[src/rtl/hdr_weight_calc.sv]
// hdr_weight_calc: three-stage per-exposure pixel weighting for the HDR merge path.
// Uses a programmable hat, box or floored-hat curve and emits the weight sum, an all-zero flag and a zero-beat counter.
`timescale 1ns/1ps
module hdr_weight_calc #(
  parameter int DATA_WIDTH = 8,
  parameter int NUM_EXP    = 3,
  parameter int SUM_WIDTH  = DATA_WIDTH + $clog2(NUM_EXP + 1),
  parameter int CNT_WIDTH  = 16
) (
  input  logic                          clk,
  input  logic                          reset,
  input  logic                          in_valid,
  input  logic [NUM_EXP*DATA_WIDTH-1:0] in_z,
  input  logic                          cfg_we,
  input  logic [DATA_WIDTH-1:0]         cfg_zmin,
  input  logic [DATA_WIDTH-1:0]         cfg_zmax,
  input  logic [1:0]                    cfg_mode,
  output logic                          cfg_err,
  input  logic                          cnt_clr,
  output logic                          out_valid,
  output logic [NUM_EXP*DATA_WIDTH-1:0] out_weight,
  output logic [SUM_WIDTH-1:0]          out_wsum,
  output logic                          out_zero,
  output logic [CNT_WIDTH-1:0]          zero_cnt
);

  // in_valid qualifies in_z for exactly the cycle it is high. There is no ready signal, so every
  // valid beat is taken. out_valid marks its result for one cycle, three cycles later.
  // Data registers are don't-care whenever their valid bit is low.

  localparam int DW          = DATA_WIDTH;
  localparam int NE          = NUM_EXP;
  localparam int TREE_LEAVES = 1 << $clog2(NE);
  localparam int TREE_NODES  = 2 * TREE_LEAVES - 1;

  typedef enum logic [1:0] {
    MODE_HAT   = 2'd0,
    MODE_BOX   = 2'd1,
    MODE_FLOOR = 2'd2,
    MODE_RSVD  = 2'd3
  } mode_e;

  typedef logic [NE-1:0][DW-1:0] lanes_t;

  // ---------------- configuration registers ----------------
  logic [DW-1:0] zmin_q, zmin_d, zmax_q, zmax_d;
  mode_e         mode_q, mode_d;
  logic          cfg_err_q, cfg_err_d;
  logic          cfg_ok;

  always_comb begin
    zmin_d    = zmin_q;
    zmax_d    = zmax_q;
    mode_d    = mode_q;
    cfg_err_d = cfg_err_q;
    cfg_ok    = (cfg_zmin < cfg_zmax);
    if (cnt_clr) cfg_err_d = 1'b0;
    // A rejected write outranks a same-cycle clear of the error flag.
    if (cfg_we) begin
      if (cfg_ok) begin
        zmin_d = cfg_zmin;
        zmax_d = cfg_zmax;
        mode_d = mode_e'(cfg_mode);
      end else begin
        cfg_err_d = 1'b1;
      end
    end
  end

  always_ff @(posedge clk) begin
    if (reset) begin
      zmin_q    <= '0;
      zmax_q    <= '1;
      mode_q    <= MODE_HAT;
      cfg_err_q <= 1'b0;
    end else begin
      zmin_q    <= zmin_d;
      zmax_q    <= zmax_d;
      mode_q    <= mode_d;
      cfg_err_q <= cfg_err_d;
    end
  end

  logic [DW:0]   zpair_sum;
  logic [DW-1:0] mid, peak;

  assign zpair_sum = {1'b0, zmin_q} + {1'b0, zmax_q};
  assign mid       = zpair_sum[DW:1];
  assign peak      = mid - zmin_q;

  // ---------------- stage 1: capture, range compare, config snapshot ----------------
  lanes_t        z_in, z1_q;
  logic [NE-1:0] lo1_d, hi1_d, le1_d;
  logic [NE-1:0] lo1_q, hi1_q, le1_q;
  logic          v1_q;
  logic [DW-1:0] zmin1_q, zmax1_q, peak1_q;
  mode_e         mode1_q;

  assign z_in = in_z;

  always_comb begin
    lo1_d = '0;
    hi1_d = '0;
    le1_d = '0;
    for (int k = 0; k < NE; k++) begin
      lo1_d[k] = (z_in[k] < zmin_q);
      hi1_d[k] = (z_in[k] > zmax_q);
      le1_d[k] = (z_in[k] <= mid);
    end
  end

  always_ff @(posedge clk) begin
    if (reset) begin
      v1_q    <= 1'b0;
      z1_q    <= '0;
      lo1_q   <= '0;
      hi1_q   <= '0;
      le1_q   <= '0;
      zmin1_q <= '0;
      zmax1_q <= '0;
      peak1_q <= '0;
      mode1_q <= MODE_HAT;
    end else begin
      v1_q <= in_valid;
      if (in_valid) begin
        z1_q    <= z_in;
        lo1_q   <= lo1_d;
        hi1_q   <= hi1_d;
        le1_q   <= le1_d;
        zmin1_q <= zmin_q;
        zmax1_q <= zmax_q;
        peak1_q <= peak;
        mode1_q <= mode_q;
      end
    end
  end

  // ---------------- stage 2: weight curve ----------------
  lanes_t        hat, w2_d, w2_q;
  logic [NE-1:0] in_rng;
  logic          v2_q;

  always_comb begin
    hat    = '0;
    in_rng = '0;
    w2_d   = '0;
    for (int k = 0; k < NE; k++) begin
      in_rng[k] = ~lo1_q[k] & ~hi1_q[k];
      hat[k]    = le1_q[k] ? (z1_q[k] - zmin1_q) : (zmax1_q - z1_q[k]);
      case (mode1_q)
        MODE_BOX:   w2_d[k] = in_rng[k] ? peak1_q : '0;
        // The floor applies even outside the range, so this mode never yields a zero weight.
        MODE_FLOOR: w2_d[k] = (in_rng[k] && (hat[k] != '0)) ? hat[k] : DW'(1);
        default:    w2_d[k] = in_rng[k] ? hat[k] : '0;
      endcase
    end
  end

  always_ff @(posedge clk) begin
    if (reset) begin
      v2_q <= 1'b0;
      w2_q <= '0;
    end else begin
      v2_q <= v1_q;
      if (v1_q) w2_q <= w2_d;
    end
  end

  // ---------------- stage 3: adder tree and outputs ----------------
  logic [SUM_WIDTH-1:0] node [TREE_NODES];
  logic [SUM_WIDTH-1:0] wsum_d;

  // Heap-ordered binary tree. Leaves sit at TREE_LEAVES-1 and above, and unused leaves stay at zero.
  always_comb begin
    for (int i = 0; i < TREE_NODES; i++) node[i] = '0;
    for (int k = 0; k < NE; k++) node[TREE_LEAVES - 1 + k] = SUM_WIDTH'(w2_q[k]);
    for (int i = TREE_LEAVES - 2; i >= 0; i--) node[i] = node[2*i + 1] + node[2*i + 2];
    wsum_d = node[0];
  end

  lanes_t               out_weight_q;
  logic [SUM_WIDTH-1:0] out_wsum_q;
  logic                 out_zero_q, out_valid_q;

  always_ff @(posedge clk) begin
    if (reset) begin
      out_valid_q  <= 1'b0;
      out_weight_q <= '0;
      out_wsum_q   <= '0;
      out_zero_q   <= 1'b0;
    end else begin
      out_valid_q <= v2_q;
      if (v2_q) begin
        out_weight_q <= w2_q;
        out_wsum_q   <= wsum_d;
        out_zero_q   <= (wsum_d == '0);
      end
    end
  end

  // ---------------- zero-weight statistics ----------------
  logic [CNT_WIDTH-1:0] zero_cnt_q, zero_cnt_d;

  always_comb begin
    zero_cnt_d = zero_cnt_q;
    if (cnt_clr) zero_cnt_d = '0;
    else if (out_valid_q && out_zero_q && (zero_cnt_q != '1)) zero_cnt_d = zero_cnt_q + 1'b1;
  end

  always_ff @(posedge clk) begin
    if (reset) zero_cnt_q <= '0;
    else       zero_cnt_q <= zero_cnt_d;
  end

  assign cfg_err    = cfg_err_q;
  assign out_valid  = out_valid_q;
  assign out_weight = out_weight_q;
  assign out_wsum   = out_wsum_q;
  assign out_zero   = out_zero_q;
  assign zero_cnt   = zero_cnt_q;

endmodule
[config.mk]
export PLATFORM = sky130hd
export DESIGN_NAME = hdr_weight_calc
export DESIGN_NICKNAME = d
export VERILOG_FILES = /design/src/rtl/hdr_weight_calc.sv
export SDC_FILE = /design/constraint.sdc
export NUM_CORES = 1
export LEC_CHECK = 0
export ABC_AREA = 1
export BUFFER_PORTS_ARGS = -buffer_cell sky130_fd_sc_hd__buf_2
export CAP_MARGIN = 20
export CORE_ASPECT_RATIO = 0.75
export CORE_MARGIN = 4
export CORE_UTILIZATION = 50
export DETAILED_ROUTE_END_ITERATION = 8
export PLACE_DENSITY_LB_ADDON = 0.05
export SETUP_SLACK_MARGIN = 0.3
export SLEW_MARGIN = 10
export SYNTH_ARGS = -nofsm -noshare
export SYNTH_HDL_FRONTEND = slang
export SYNTH_SLANG_ARGS = --single-unit
export TNS_END_PERCENT = 10
[constraint.sdc]
create_clock -name clk -period 4.1 [get_ports clk]
set_clock_uncertainty 0.15 [all_clocks]
set_input_delay 0.615 -clock clk [delete_from_list [all_inputs] [get_ports clk]]
set_output_delay 0.615 -clock clk [all_outputs]
set_load 0.005 [all_outputs]
==> out/results.tsv <==
metric	value	unit
outcome	completed	
Flop pwr share	34.2	%
P_int	3160	uW
worst-case reg-to-reg path depth	17	
crit path kind	reg2reg	
Max Clock Freq	0.303	GHz
Hold EP	mode_q[1]$_SDFFE_PP0P_	
yosys synthesis warning count	0	
vias in the first global route	10200	
worst r2r dst	peak1_q[6]$_SDFFE_PP0P_	
die width	182	um
max_slew headroom	43.0	%
Syn Nets	1805	
Synth top area share	27.5	%
full die area	25200	um^2
max-slew violations	0	
hold buffers post-CTS	0	
number of hold violations in the final report	0	
Combinational Power Share	35.3	%
final wirelength	32900	um
CTS buffer count	17	
Hold Crit Start	cfg_mode[1]	
post-synthesis mux area share	0.441	%
endpoints failing setup	0	
clk slew on worst S/H paths	70	ps
Yosys top cell by area	dfxtp_1	
Die Y	138	um
PostCTS Resize Cnt	0	
area grow syn2layout	11.2	%
Critical-path top delay cell	dfxtp_1	
Clock Tree Root	clkbuf_16	
later-pin clock latency in the skew report	430	ps
post-synthesis sequential area ratio	27.5	%
synthesized area per cell	7.12	um^2
slew of the pin with the lowest slew margin	852	ps
row cnt	47	
DR WL met2	13400	um
period utilisation layout	80.4	%
Antenna Nets Post-Route	0	
post-CTS setup buffers	0	
grt total ovfl	0	
post-synthesis xor/xnor area fraction	2.01	%
CP Data Required Time	4320	ps
worst min path class	in2reg	
diode count	0	
Layout Nets	1880	
synthesized flop and latch total	156	
drt wl/cell	16.7	um
PD cells	407	nW/um^2
compound-cell area share of the yosys netlist	18.9	%
H-Tree Depth	4	
R2R Setup Slk	800	ps
asr flop ratio synth	0	%
crit path launch type	flop	
Pre-antenna DRT Iters	5	
Peak VDD IR	0.234	mV
Worst Path Arrival	3510	ps
metal3 WL	2990	um
CP most frequent cell	inv_1	
switch share	38.5	%
CTS tree	yes	
GRT Total Usage	26.1	%
Post-synth EDFFs	0	
Initial Util	51.2	%
number of distinct library cells after synthesis	54	
GP Congestion	0.925	
leakage	0.00640	uW
Mapped Area	11300	um^2
crit-path max FO	6	
crit-path cells	nand2_1, inv_1, fa_1, a21oi_1, o21bai_1, xor2_1, inv_1, ha_1, a21oi_1, inv_1, a31oi_1, nor2_1, o21ai_0, nand3_1, nand2_1, o221ai_1, inv_1	
Worst Path Buf+Inv	4	
critical path startpoint	zmax_q[0]$_SDFFE_PP1P_	
layout cells sized above 1	10.9	%
DRC	0	
min Tclk post-route	3300	ps
CP peak stage delay	390	ps
I/O Buffers	99	
antenna violations before repair	0	
first-pass GRT wire length	53100	um
ranking of synthesized cells by area	dfxtp_1 28%, ha_1 16%, nand2_1 9.1%	
Critical R2R Launch	zmax_q[0]$_SDFFE_PP1P_	
cell family with most CP delay	compound AO/OA/AOI/OAI gates	
clk sinks	156	
total number of vias	10900	
Setup TNS	0	ps
Mapped Cells	1593	
max layer used	met4	
WHS Path Cells	3	
met1 wire length	16000	um
Max Cap Violations	0	
largest net degree at the start of global routing	125	
utilization after layout	56.9	%
CP endpoint kind	flop	
Longest Clk Path Bufs	2	
RSZ-0062 raised after global routing	no	
core area	22200	um^2
DR vias/cell	5.52	
DRT iter0 DRCs	889	
DPL Wire Length	25700	um
I/O pins	100	
Synth Area in Adders	19.3	%
Most used DFF post-synth	dfxtp_1	
post-synthesis simple-gate area fraction	21.8	%
Sw Pwr	1980	uW
Clock Power Share	30.5	%
largest family of logic cells by synthesized area	simple AND/OR/NAND/NOR gates	
cells by family after synthesis:
group | Yosys count
XOR/XNOR | 26
AO/OA/AOI/OAI | 387
adder cells (fa/ha/maj) | 165
AND/OR/NAND/NOR | 568
flip-flops | 156
multiplexers | 3
buffers and inverters | 288
worst register-to-register path: stages (launching register included):
cell and delay (ps):
dfxtp_1 390, nand2_1 150, inv_1 70, fa_1 390, a21oi_1 140, o21bai_1 120, xor2_1 330, inv_1 80
ha_1 330, a21oi_1 160, inv_1 50, a31oi_1 220, nor2_1 60, o21ai_0 210, nand3_1 110, nand2_1 80
o221ai_1 100, inv_1 70
flip-flops by register name (all words and copies together) (netlist names):
signal and count:
hi1_q 3, peak1_q 8, zmin1_q 8, zmin_q 8, out_weight 24, out_zero 1
z1_q 24, lo1_q 3, zmax1_q 8, out_wsum 10, cfg_err 1, mode1_q 2
zero_cnt 16, mode_q 2, le1_q 3, v2_q 1, node 24, zmax_q 8
out_valid 1, v1_q 1
cells in the mapped netlist (7+ instances only):
master,number
fa_1,17
o211ai_1,23
nand2_2,7
inv_2,7
o21ai_0,151
xor2_1,22
nand2_1,276
dfxtp_1,156
a31oi_1,18
inv_1,225
nand3_1,99
nand4_1,19
a21oi_1,150
nand3_2,10
nor3_1,11
clkbuf_1,40
nor2_1,128
ha_1,148
power by group through the flow:
stage | combinational, uW | clock (uW) | sequential, uW
after global placement | 1750 | 0 | 1790
final | 1810 | 1560 | 1760
after detailed placement | 1780 | 0 | 1790
after global routing | 2090 | 1660 | 1770
after floorplan | 1350 | 0 | 1730
after CTS | 1790 | 1590 | 1750
layer usage:
layer	global-route usage, %	vias up
met5	0	-
met3	7.25	41
li1	-	5491
met2	38.0	340
met4	5.96	0
met1	38.4	5023
layout make-up:
| type | count | area, um^2 |
|---|---|---|
| Fill cell | 2151 | 9550 |
| Clock inverter | 13 | 130 |
| Clock buffer | 19 | 443 |
| Multi-Input combinational cell | 1149 | 7100 |
| Sequential cell | 156 | 3120 |
| Timing Repair Buffer | 106 | 561 |
| Inverter | 238 | 896 |
| Tap cell | 294 | 368 |
per-stage QoR:
stage | instances | hold slack (ps) | worst slack (ps) | instance area (um^2) | total power (uW)
finish | 1975 | 280 | 802 | 12600 | 5130
CTS | 1975 | 265 | 787 | 12600 | 5140
global placement | 1943 | 291 | 893 | 12000 | 3530
floorplan | 1593 | 291 | 1200 | 11300 | 3080
global route | 1975 | 278 | 462 | 12600 | 5520
detailed placement | 1943 | 301 | 816 | 12000 | 3570
layout by cell type (no fill, tap or decap), types with 6 or more instances in the layout:
| cell type | instances |
|---|---|
| inv_2 | 8 |
| o211ai_1 | 23 |
| nand4_1 | 19 |
| nand3_1 | 99 |
| nand2_1 | 276 |
| nor3_1 | 11 |
| inv_1 | 224 |
| nand3_2 | 10 |
| a31oi_1 | 18 |
| nor2_1 | 128 |
| ha_1 | 148 |
| a21oi_1 | 150 |
| o21ai_0 | 151 |
| o21bai_1 | 6 |
| dfxtp_1 | 156 |
| nand2_2 | 7 |
| fa_1 | 17 |
| clkbuf_16 | 17 |
| buf_2 | 99 |
| buf_4 | 6 |
| xor2_1 | 22 |
| a21oi_2 | 6 |
how the worst max path moves through the flow:
stage	end	cells past startpoint
after global routing	peak1_q[6]$_SDFFE_PP0P_	16
after global placement	peak1_q[6]$_SDFFE_PP0P_	16
after floorplan	peak1_q[6]$_SDFFE_PP0P_	16
after CTS	peak1_q[6]$_SDFFE_PP0P_	16
after detailed placement	peak1_q[6]$_SDFFE_PP0P_	16
final	peak1_q[6]$_SDFFE_PP0P_	17
Note: power is estimated with default switching activity, not from simulation.
